**src/rtl/cdc_multi_event_rx_pkg.sv**
```systemverilog
// Shared constants and helpers for the multi-channel CDC event receiver.
package cdc_evt_pkg;

    localparam int DEF_NUM_CH      = 4;
    localparam int DEF_SYNC_STAGES = 2;
    localparam int DEF_CNT_W       = 4;

    // A single channel still needs a one-bit channel index port.
    function automatic int clog2_min1(input int n);
        return (n <= 1) ? 1 : $clog2(n);
    endfunction

endpackage

```
**src/rtl/cdc_multi_event_rx_if.sv**
```systemverilog
// Event handshake bundle: the receiver presents (valid, ch), the consumer answers with ready.
interface cdc_multi_event_rx_if
    import cdc_evt_pkg::*;
#(
    parameter int NUM_CH = DEF_NUM_CH
);

    localparam int CH_W = clog2_min1(NUM_CH);

    logic            evt_valid;
    logic [CH_W-1:0] evt_ch;
    logic            evt_ready;

    modport master (
        output evt_valid,
        output evt_ch,
        input  evt_ready
    );

    modport slave (
        input  evt_valid,
        input  evt_ch,
        output evt_ready
    );

endinterface

```
**src/rtl/cdc_multi_event_rx_sync_bit_chain.sv**
```systemverilog
// One-bit multi-flop synchroniser for a level crossing into the clk domain.
module sync_bit_chain #(
    parameter int SYNC_STAGES = 2
) (
    input  logic clk,
    input  logic rst,
    input  logic d,
    output logic q
);

    (* ASYNC_REG = "TRUE" *) logic [SYNC_STAGES-1:0] chain;

    always_ff @(posedge clk) begin
        if (rst) begin
            chain <= '0;
        end else begin
            chain <= {chain[SYNC_STAGES-2:0], d};
        end
    end

    assign q = chain[SYNC_STAGES-1];

endmodule

```
**src/rtl/cdc_multi_event_rx.sv**
```systemverilog
// Multi-channel toggle-event receiver with saturating pending counters and round-robin serving.
// Optional sticky overflow status is built only when CDC_EVT_OVF_STATUS_EN is defined.
module cdc_multi_event_rx
    import cdc_evt_pkg::*;
#(
    parameter int NUM_CH      = DEF_NUM_CH,
    parameter int SYNC_STAGES = DEF_SYNC_STAGES,
    parameter int CNT_W       = DEF_CNT_W
) (
    input  logic                clk,
    input  logic                rst,
    input  logic [NUM_CH-1:0]   async_toggle,
    cdc_multi_event_rx_if.master evt,
    output logic [NUM_CH-1:0]   evt_ovf,
    input  logic [NUM_CH-1:0]   ovf_clr
);

    localparam int                CH_W    = clog2_min1(NUM_CH);
    localparam int                ARM_W   = $clog2(SYNC_STAGES + 2);
    localparam logic [ARM_W-1:0]  ARM_INIT = ARM_W'(SYNC_STAGES + 1);
    localparam logic [CNT_W-1:0]  CNT_MAX = '1;
    localparam logic [CH_W-1:0]   LAST_CH = CH_W'(NUM_CH - 1);

    logic [NUM_CH-1:0] sync_last;
    logic [NUM_CH-1:0] hist;
    logic [NUM_CH-1:0] det;
    logic [NUM_CH-1:0] inc;
    logic [NUM_CH-1:0] dec;
    logic [NUM_CH-1:0] nonzero;
    logic [CNT_W-1:0]  cnt [NUM_CH];

    logic [ARM_W-1:0]  arm_cnt;
    logic              armed;

    logic [CH_W-1:0]   ptr;
    logic [CH_W-1:0]   sel;
    logic [CH_W-1:0]   ch;
    logic              valid;
    logic              hs;
    logic              hold;
    logic [CH_W-1:0]   hold_ch;

    for (genvar g = 0; g < NUM_CH; g++) begin : g_sync
        sync_bit_chain #(
            .SYNC_STAGES (SYNC_STAGES)
        ) u_sync (
            .clk (clk),
            .rst (rst),
            .d   (async_toggle[g]),
            .q   (sync_last[g])
        );
    end

    // History keeps tracking during arming so levels present at reset release are absorbed silently.
    always_ff @(posedge clk) begin
        if (rst) begin
            hist    <= '0;
            arm_cnt <= ARM_INIT;
        end else begin
            hist <= sync_last;
            if (arm_cnt != '0) begin
                arm_cnt <= arm_cnt - 1'b1;
            end
        end
    end

    assign armed = (arm_cnt == '0);
    assign det   = sync_last ^ hist;
    assign inc   = det & {NUM_CH{armed}};
    assign hs    = valid && evt.evt_ready;

    always_comb begin
        dec = '0;
        for (int i = 0; i < NUM_CH; i++) begin
            dec[i] = hs && (ch == CH_W'(i));
        end
    end

    // Simultaneous increment and decrement cancel, so a full counter is not an overflow then.
    always_ff @(posedge clk) begin
        if (rst) begin
            for (int i = 0; i < NUM_CH; i++) begin
                cnt[i] <= '0;
            end
        end else begin
            for (int i = 0; i < NUM_CH; i++) begin
                case ({inc[i], dec[i]})
                    2'b10: begin
                        if (cnt[i] != CNT_MAX) begin
                            cnt[i] <= cnt[i] + 1'b1;
                        end
                    end
                    2'b01: cnt[i] <= cnt[i] - 1'b1;
                    default: ;
                endcase
            end
        end
    end

    always_comb begin
        nonzero = '0;
        for (int i = 0; i < NUM_CH; i++) begin
            nonzero[i] = (cnt[i] != '0);
        end
    end

    // Two passes give the wrapped search order ptr..NUM_CH-1 then 0..ptr-1.
    always_comb begin
        logic found;
        found = 1'b0;
        sel   = '0;
        for (int i = 0; i < NUM_CH; i++) begin
            if (!found && nonzero[i] && (CH_W'(i) >= ptr)) begin
                found = 1'b1;
                sel   = CH_W'(i);
            end
        end
        for (int i = 0; i < NUM_CH; i++) begin
            if (!found && nonzero[i] && (CH_W'(i) < ptr)) begin
                found = 1'b1;
                sel   = CH_W'(i);
            end
        end
    end

    assign valid = |nonzero;
    assign ch    = hold ? hold_ch : sel;

    // A stalled offer is latched; only a handshake can drain that channel, so it stays valid.
    always_ff @(posedge clk) begin
        if (rst) begin
            ptr     <= '0;
            hold    <= 1'b0;
            hold_ch <= '0;
        end else begin
            hold    <= valid && !evt.evt_ready;
            hold_ch <= ch;
            if (hs) begin
                ptr <= (ch == LAST_CH) ? '0 : ch + 1'b1;
            end
        end
    end

    assign evt.evt_valid = valid;
    assign evt.evt_ch    = ch;

`ifdef CDC_EVT_OVF_STATUS_EN
    logic [NUM_CH-1:0] sat;
    logic [NUM_CH-1:0] ovf_q;

    always_comb begin
        sat = '0;
        for (int i = 0; i < NUM_CH; i++) begin
            sat[i] = inc[i] && !dec[i] && (cnt[i] == CNT_MAX);
        end
    end

    // Set has priority over a same-cycle clear.
    always_ff @(posedge clk) begin
        if (rst) begin
            ovf_q <= '0;
        end else begin
            ovf_q <= (ovf_q & ~ovf_clr) | sat;
        end
    end

    assign evt_ovf = ovf_q;
`else
    logic unused_ovf_clr;

    assign unused_ovf_clr = ^ovf_clr;
    assign evt_ovf        = '0;
`endif

endmodule

```
**src/flat_wrapper.sv**
```systemverilog
// flat-port wrapper written by rule: the top's interface ports become plain ports
module cdc_multi_event_rx_flat import cdc_evt_pkg::*;
#(
    parameter int NUM_CH      = DEF_NUM_CH,
    parameter int SYNC_STAGES = DEF_SYNC_STAGES,
    parameter int CNT_W       = DEF_CNT_W
)
  (clk, rst, async_toggle, evt_ovf, ovf_clr, evt_evt_valid, evt_evt_ch, evt_evt_ready);
  cdc_multi_event_rx_if #(.NUM_CH(NUM_CH)) evt_i ();
  input  logic clk;
  input  logic rst;
  input  logic [NUM_CH-1:0] async_toggle;
  output logic [NUM_CH-1:0] evt_ovf;
  input  logic [NUM_CH-1:0] ovf_clr;
  output wire logic [$bits(evt_i.evt_valid)-1:0] evt_evt_valid;
  output wire logic [$bits(evt_i.evt_ch)-1:0] evt_evt_ch;
  input wire logic [$bits(evt_i.evt_ready)-1:0] evt_evt_ready;
  assign evt_evt_valid = evt_i.evt_valid;
  assign evt_evt_ch = evt_i.evt_ch;
  assign evt_i.evt_ready = evt_evt_ready;
  cdc_multi_event_rx #(.NUM_CH(NUM_CH), .SYNC_STAGES(SYNC_STAGES), .CNT_W(CNT_W)) u_core (.clk(clk), .rst(rst), .async_toggle(async_toggle), .evt(evt_i), .evt_ovf(evt_ovf), .ovf_clr(ovf_clr));
endmodule
```
**config.mk**
```make
export PLATFORM = sky130hd
export DESIGN_NAME = cdc_multi_event_rx_flat
export DESIGN_NICKNAME = d
export VERILOG_FILES = /design/src/rtl/cdc_multi_event_rx_pkg.sv /design/src/rtl/cdc_multi_event_rx_if.sv /design/src/rtl/cdc_multi_event_rx_sync_bit_chain.sv /design/src/rtl/cdc_multi_event_rx.sv /design/src/flat_wrapper.sv
export SDC_FILE = /design/constraint.sdc
export NUM_CORES = 1
export LEC_CHECK = 0
export ABC_AREA = 1
export CELL_PAD_IN_SITES_DETAIL_PLACEMENT = 1
export CELL_PAD_IN_SITES_GLOBAL_PLACEMENT = 1
export CORE_UTILIZATION = 32
export CTS_CLUSTER_DIAMETER = 60
export DETAILED_ROUTE_END_ITERATION = 8
export GPL_ROUTABILITY_DRIVEN = 0
export PLACE_DENSITY_LB_ADDON = 0.1
export SETUP_SLACK_MARGIN = 0.1
export SLEW_MARGIN = 20
export SYNTH_ARGS = -nofsm -noshare
export SYNTH_HDL_FRONTEND = slang
export SYNTH_SLANG_ARGS = --single-unit
```
**constraint.sdc**
```tcl
create_clock -name clk -period 5.15 [get_ports clk]
set_input_delay 0.515 -clock clk [delete_from_list [all_inputs] [get_ports clk]]
set_output_delay 0.515 -clock clk [all_outputs]
set_load 0.03 [all_outputs]
```
==> impl_metrics.json, run 1 <==
{
  "cts_tree": "yes",
  "syn_to_final_growth_pct": 10.13,
  "dp_hpwl_mm": 3.007,
  "ys_types": 28,
  "status": "completed",
  "yosysWarnings": 0,
  "critPathArrivalTime_ns": 3.47,
  "maxCapViolCount": 0,
  "multi_input_area_um2": 1032,
  "tns_ns": 0,
  "max_freq_mhz": 293.4,
  "fin_area_um2": 2312,
  "grt_pass1_vias": 1483,
  "synth-seq-cells": 35,
  "clock_skew_ns": 0.01043,
  "critPathLaunchType": "flop",
  "coreArea_um2": 6350,
  "vias": 1512,
  "power_per_cell_area_nw_per_um2": 301.5,
  "wl_per_cell_um": 11.49,
  "cts.sinks": 35,
  "dr.pass1.iters": 4,
  "required_ns": 5.21,
  "start_util_pct": 33.06,
  "hold_viol": 0,
  "grt_max_degree": 22,
  "grt_pass1_wl_mm": 6.962,
  "critPathKind": "reg -> reg",
  "path_cells": "inv_1, ha_1, nand2_2, inv_1, nand2_1, nor2_1, nand3_1, nand2_1, inv_1, nand2_1, nand2_1, inv_1, ha_1, nand3_4, nor2_1, ha_1, a21oi_1, nand2_1, xnor2_1, xnor2_1, nor2_2",
  "synth_cells": 254,
  "utilization_pct": 36.41,
  "post_dp_cell_area_um2": 2226,
  "rows": 29,
  "viasPerCell": 4.434,
  "drt_first_iter_violations": 42,
  "tightest_slew_ns": 0.8104,
  "max-vdd-ir-drop_uv": 169.5,
  "cts_resized": 0,
  "max-clock-path-buffers": 2,
  "cpMaxStageDelayCell": "edfxtp_1",
  "rsz0062_at_grt": "false",
  "die_area_um2": 6889,
  "antenna_found_initial": 0,
  "drv_slew": 0,
  "relSlewSlack_pct": 45.80,
  "final.setup.worst_slack_ns": 1.741,
  "clk_pin_slew_ns": 0.08,
  "syn_area_um2": 2100,
  "post-route-period-util_pct": 66.19,
  "antenna_cells": 0,
  "post-route-drc-count": 0,
  "clk_root_buffer_cell": "clkbuf_8",
  "setup_viol": 0,
  "totalWireLength_mm": 3.919,
  "syn_area_per_cell_um2": 8.266,
  "grt_use_total_pct": 12.79,
  "drive_gt1_share_pct": 11.74,
  "leakagePower_nw": 1.062,
  "grt_overflow": 0,
  "finalCriticalPeriod_ns": 3.409,
  "post_cts_buffers": 0,
  "crit_path_max_fanout": 5,
  "regArea_um2": 860.8,
  "place_ws_ns": 1.668,
  "cts-buffers-inserted": 5,
  "p_total_w": 0.0006972,
  "clk_latency_ns": 0.29,
  "die_h_um": 83,
  "port_buffers": 9,
  "cp-end-kind": "flop",
  "synth_seq_area_share_pct": 41.00,
  "critPathMostFrequentCell": "nand2_1",
  "cts_hold_buffers": 0,
  "antenna_left": 0,
  "io_pins": 18,
  "min_path_type": "reg -> reg",
  "htree_levels": 2,
  "n_fill_cell": 757,
  "cp_slowest_stage_delay_ns": 0.46,
  "die_x_um": 83,
  "layout.nets": 290
}
## report_power, final
group	total (W)	switching, W	internal [W]
clock network	0.000204	0.000109	0.0000949
logic	0.000160	0.0000983	0.0000614
registers	0.000334	0.0000182	0.000315
total	0.000697	0.000225	0.000472
## logic make-up (layout without fill, tap and decap cells)
logic type	Yosys count	in the layout	synth area share [%]
AO/OA/AOI/OAI	21	21	5.841
XOR/XNOR	13	13	5.423
flip-flops	35	35	41.00
adder cells (fa/ha/maj)	16	16	10.61
buffers and inverters	49	56	10.37
other	1	4	0.1786
AND/OR/NAND/NOR	119	119	26.58
## final timing paths
kind | from | to | slack, ns | cells past startpoint
min reg2reg | u_core.g_sync[0].u_sync.chain[0] | u_core.g_sync[0].u_sync.chain[1] | 0.40 | 2
max | u_core.cnt[0][12] | u_core.cnt[0][7] | 1.74 | 21
max reg2reg | u_core.cnt[0][12] | u_core.cnt[0][7] | 1.74 | 21
min | u_core.g_sync[0].u_sync.chain[0] | u_core.g_sync[0].u_sync.chain[1] | 0.40 | 2
## through the flow
stage	hold slack (ns)	cells
final	0.4035	341
after global routing	0.4260	341
after CTS	0.4064	341
after detailed placement	0.3955	333
after global placement	0.3920	333
after floorplan	0.3883	257
## layer usage
metal | wire, µm | GRT usage [%] | vias to the layer above
li1 | - | - | 807
met1 | 2025 | 16.92 | 686
met2 | 1737 | 20.12 | 13
met3 | 90 | 2.982 | 6
met4 | 66 | 5.172 | 0
met5 | 0 | 0 | -
## critical path, delay by kind of cell (launching register included)
family | cells | cell delay [ns]
AOI/OAI and AO/OA | 1 | 0.15
xor gates and xnor gates | 2 | 0.34
adders and majority gates | 3 | 0.74
buffers and inverters | 4 | 0.31
DFF | 1 | 0.46
and+or+nand+nor | 11 | 1.18
## synth_stat cells
library cell | number | share of area [%]
nand2_1 | 46 | 8.2
inv_1 | 39 | 7.0
nor2_1 | 37 | 6.6
dfxtp_1 | 19 | 18
edfxtp_1 | 16 | 23
ha_1 | 13 | 7.7
nand3_1 | 13 | 3.1
nor2_2 | 11 | 3.3
a21oi_1 | 10 | 2.4
xnor2_1 | 8 | 3.3
buf_4 | 5 | 1.8
xor2_1 | 5 | 2.1
nand2_2 | 4 | 1.2
a41oi_1 | 3 | 1.3
clkbuf_1 | 3 | 0.54
fa_1 | 3 | 2.9
o21ai_0 | 3 | 0.71
buf_6 | 2 | 1.1
nand2_4 | 2 | 1.1
nand3_4 | 2 | 1.7
o21ai_1 | 2 | 0.48
or2_2 | 2 | 0.60
a21oi_2 | 1 | 0.42
a31oi_1 | 1 | 0.30
conb_1 | 1 | 0.18
nand4_2 | 1 | 0.60
nor3_1 | 1 | 0.24
o22ai_1 | 1 | 0.30
## area by class of cell
class,count,share of cell area [%]
multi-input cells,173,44.64
flip-flops and latches,35,37.23
inverters,39,6.331
well taps,77,4.167
repair buffers,9,3.896
clock buffers,5,2.976
clock inverters,3,0.7576
## layout by cell type, fill, tap and decap left out
cell | Yosys | layout
nor3_1 | 1 | 1
a21oi_2 | 1 | 1
xor2_1 | 5 | 5
nand2_2 | 4 | 4
conb_1 | 1 | 4
clkdlybuf4s50_1 | 0 | 9
nor2_2 | 11 | 11
nand3_4 | 2 | 2
a21oi_1 | 10 | 10
xnor2_1 | 8 | 8
inv_1 | 39 | 39
clkbuf_8 | 0 | 5
nand2_1 | 46 | 46
dfxtp_1 | 19 | 19
a41oi_1 | 3 | 3
nand2_4 | 2 | 2
ha_1 | 13 | 13
o22ai_1 | 1 | 1
nor2_1 | 37 | 37
o21ai_0 | 3 | 3
clkinv_2 | 0 | 1
fa_1 | 3 | 3
o21ai_1 | 2 | 2
inv_4 | 0 | 2
nand4_2 | 1 | 1
a31oi_1 | 1 | 1
edfxtp_1 | 16 | 16
or2_2 | 2 | 2
nand3_1 | 13 | 13
## registers in the layout, summed over array words and instances, names as in the netlist
name and flops:
u_core.arm_cnt 2, u_core.cnt 16, u_core.g_sync.u_sync.chain 8, u_core.hist 4, u_core.hold 1, u_core.hold_ch 2, u_core.ptr 2
Note: power is estimated with default switching activity, not from simulation.
==> inputs of run 2 (changes only) <==
- clock period: 5.15 -> 3.06 ns (I/O delays scaled with it)
==> run 2 against run 1 <==
  * Register-to-register slack got worse by 1.5 ns
  * Clock power increased by 63%
  * Total power increased by 91%
  * Combinational power increased to 2.8 times the previous value
  * Clock-buffer cell count unchanged
  * First-iteration DRC count increased by 21%
  * Non-clock buffer count increased by 49
  * Hold slack improved by 0.0011 ns
  * Critical endpoint is now u_core.cnt[0][3]
  * Highest routed layer unchanged
==> impl_metrics.json, run 2 (synthesis results as in run 1) <==
{
  "port_buffers": 9,
  "fin_cells": 390,
  "dr.pass1.iters": 4,
  "die_h_um": 83,
  "clk_pin_slew_ns": 0.08,
  "leakagePower_nw": 1.309,
  "placedCellCount": 366,
  "top_regs": "u_core.cnt x16, u_core.g_sync.u_sync.chain x8, u_core.hist x4",
  "drive_gt1_share_pct": 36.10,
  "drv_slew": 0,
  "totalWireLength_mm": 4.516,
  "largest_reg_flops": 16,
  "antenna_left": 0,
  "critPathArrivalTime_ns": 2.87,
  "post-route-period-util_pct": 92.54,
  "cts.sinks": 35,
  "grt_use_total_pct": 13.86,
  "cts-buffers-inserted": 5,
  "layout.nets": 339,
  "htree_levels": 2,
  "top_register": "u_core.cnt",
  "layout_commonest_cell": "buf_4",
  "grt_max_degree": 15,
  "max-vdd-ir-drop_uv": 275.5,
  "cp-end-kind": "flop",
  "n_fill_cell": 756,
  "hold_viol": 0,
  "power_per_cell_area_nw_per_um2": 464.4,
  "post_dp_cell_area_um2": 2486,
  "coreArea_um2": 6350,
  "min_path_type": "reg -> reg",
  "grt_pass1_vias": 1752,
  "max_freq_mhz": 353.2,
  "rows": 29,
  "fin_area_um2": 2865,
  "clk_root_buffer_cell": "clkbuf_8",
  "clk_latency_ns": 0.28,
  "die_area_um2": 6889,
  "wl_per_cell_um": 11.58,
  "rsz0062_at_grt": "true",
  "antenna_cells": 0,
  "grt_overflow": 0,
  "dp_hpwl_mm": 3.367,
  "start_util_pct": 33.06,
  "viasPerCell": 4.446,
  "relSlewSlack_pct": 62.02,
  "antenna_found_initial": 0,
  "final_cell_mix": "buf_4 (49), nand2_1 (40), inv_1 (33)",
  "setup_viol": 0,
  "tightest_slew_ns": 0.5679,
  "finalCriticalPeriod_ns": 2.832,
  "critPathLaunchType": "flop",
  "cts_hold_buffers": 0,
  "cts_tree": "yes",
  "post-route-drc-count": 0,
  "clock_skew_ns": 0.007086,
  "status": "completed",
  "critPathKind": "reg -> reg",
  "die_x_um": 83,
  "grt_pass1_wl_mm": 7.721,
  "drt_first_iter_violations": 51,
  "maxCapViolCount": 0,
  "crit_path_max_fanout": 4,
  "required_ns": 3.10,
  "max-clock-path-buffers": 2,
  "io_pins": 18,
  "syn_to_final_growth_pct": 36.47,
  "vias": 1734
}
[run 2: cell count changes in the layout (fill, tap and decap cells not counted), moves of 6 or more]
| cell | previous run | this run |
|---|---|---|
| ha_1 | 13 | 7 |
| ha_4 | 0 | 6 |
| inv_1 | 39 | 33 |
| buf_4 | 0 | 49 |
| nand2_1 | 46 | 40 |
| nor2_1 | 37 | 29 |
[run 2: routing by layer]
layer,part of all wire [%],global-route usage [%]
met5,0,0
met4,0.64,3.762
met3,1.9,2.386
met2,49,25.11
met1,48,16.81
[run 2: stage by stage]
step	hold slack, ns	util, %	worst slack, ns	setup TNS, ns	total power (W)
after detailed placement	0.3987	39.15	-0.01301	-0.01658	0.0009249
after CTS	0.4114	42.01	0.1075	0	0.001295
after global routing	0.4238	45.12	0.03875	0	0.001423
after global placement	0.3894	39.15	0.01303	0	0.0009160
after floorplan	0.3883	-	0.1169	0	0.0007890
final	0.4045	45.12	0.2284	0	0.001331
[run 2: what timing repair did]
action	CTS	global route
resized for setup	13	25
setup endpoints to repair	6	8
setup buffers	3	13
pin swaps	7	22
[run 2: area by class of cell]
type                       instances  area (µm²)  share of cell area (%)
clock buffer                       5       68.82                   2.402
clock inverter                     3       20.02                  0.6987
inverter                          39       148.9                   5.197
multi-input combinational        173        1212                   42.31
sequential                        35       860.8                   30.04
tap                               77       96.34                   3.362
timing repair buffer              58       457.9                   15.98
[run 2: worst max-delay path, cell delays in order, from the launching register on]
cell	delay [ns]
edfxtp_1	0.41
inv_2	0.09
ha_4	0.15
nand2_4	0.05
inv_2	0.05
nand2_2	0.06
nor2_2	0.12
nand3_1	0.10
nand2_1	0.09
inv_2	0.03
nand2_2	0.08
nand2_4	0.08
inv_4	0.08
ha_4	0.15
nand3_4	0.08
nor2_4	0.15
ha_4	0.24
a21oi_2	0.14
nand2_2	0.08
xnor2_2	0.15
xnor2_1	0.19
nor2_2	0.04
[run 2: final timing paths]
| path | from | endpoint | slack (ns) | depth (start not counted) |
|---|---|---|---|---|
| worst max-delay path | u_core.cnt[0][13] | u_core.cnt[0][3] | 0.23 | 21 |
| worst min-delay path | u_core.g_sync[0].u_sync.chain[0] | u_core.g_sync[0].u_sync.chain[1] | 0.40 | 2 |
| worst min register to register | u_core.g_sync[0].u_sync.chain[0] | u_core.g_sync[0].u_sync.chain[1] | 0.40 | 2 |
| worst max register to register | u_core.cnt[0][13] | u_core.cnt[0][3] | 0.23 | 21 |
[run 2: report_power, final]
group          internal, W  leakage (nW)  switching, W
clock             0.000158        0.0402      0.000175
combinational     0.000218         0.945      0.000227
sequential        0.000530         0.323     0.0000219
==> inputs of run 3 (changes only) <==
- SLEW_MARGIN: 20 -> 0
==> results of run 3 <==
No change in the layout: final DEF, timing and power equal those of run 2.
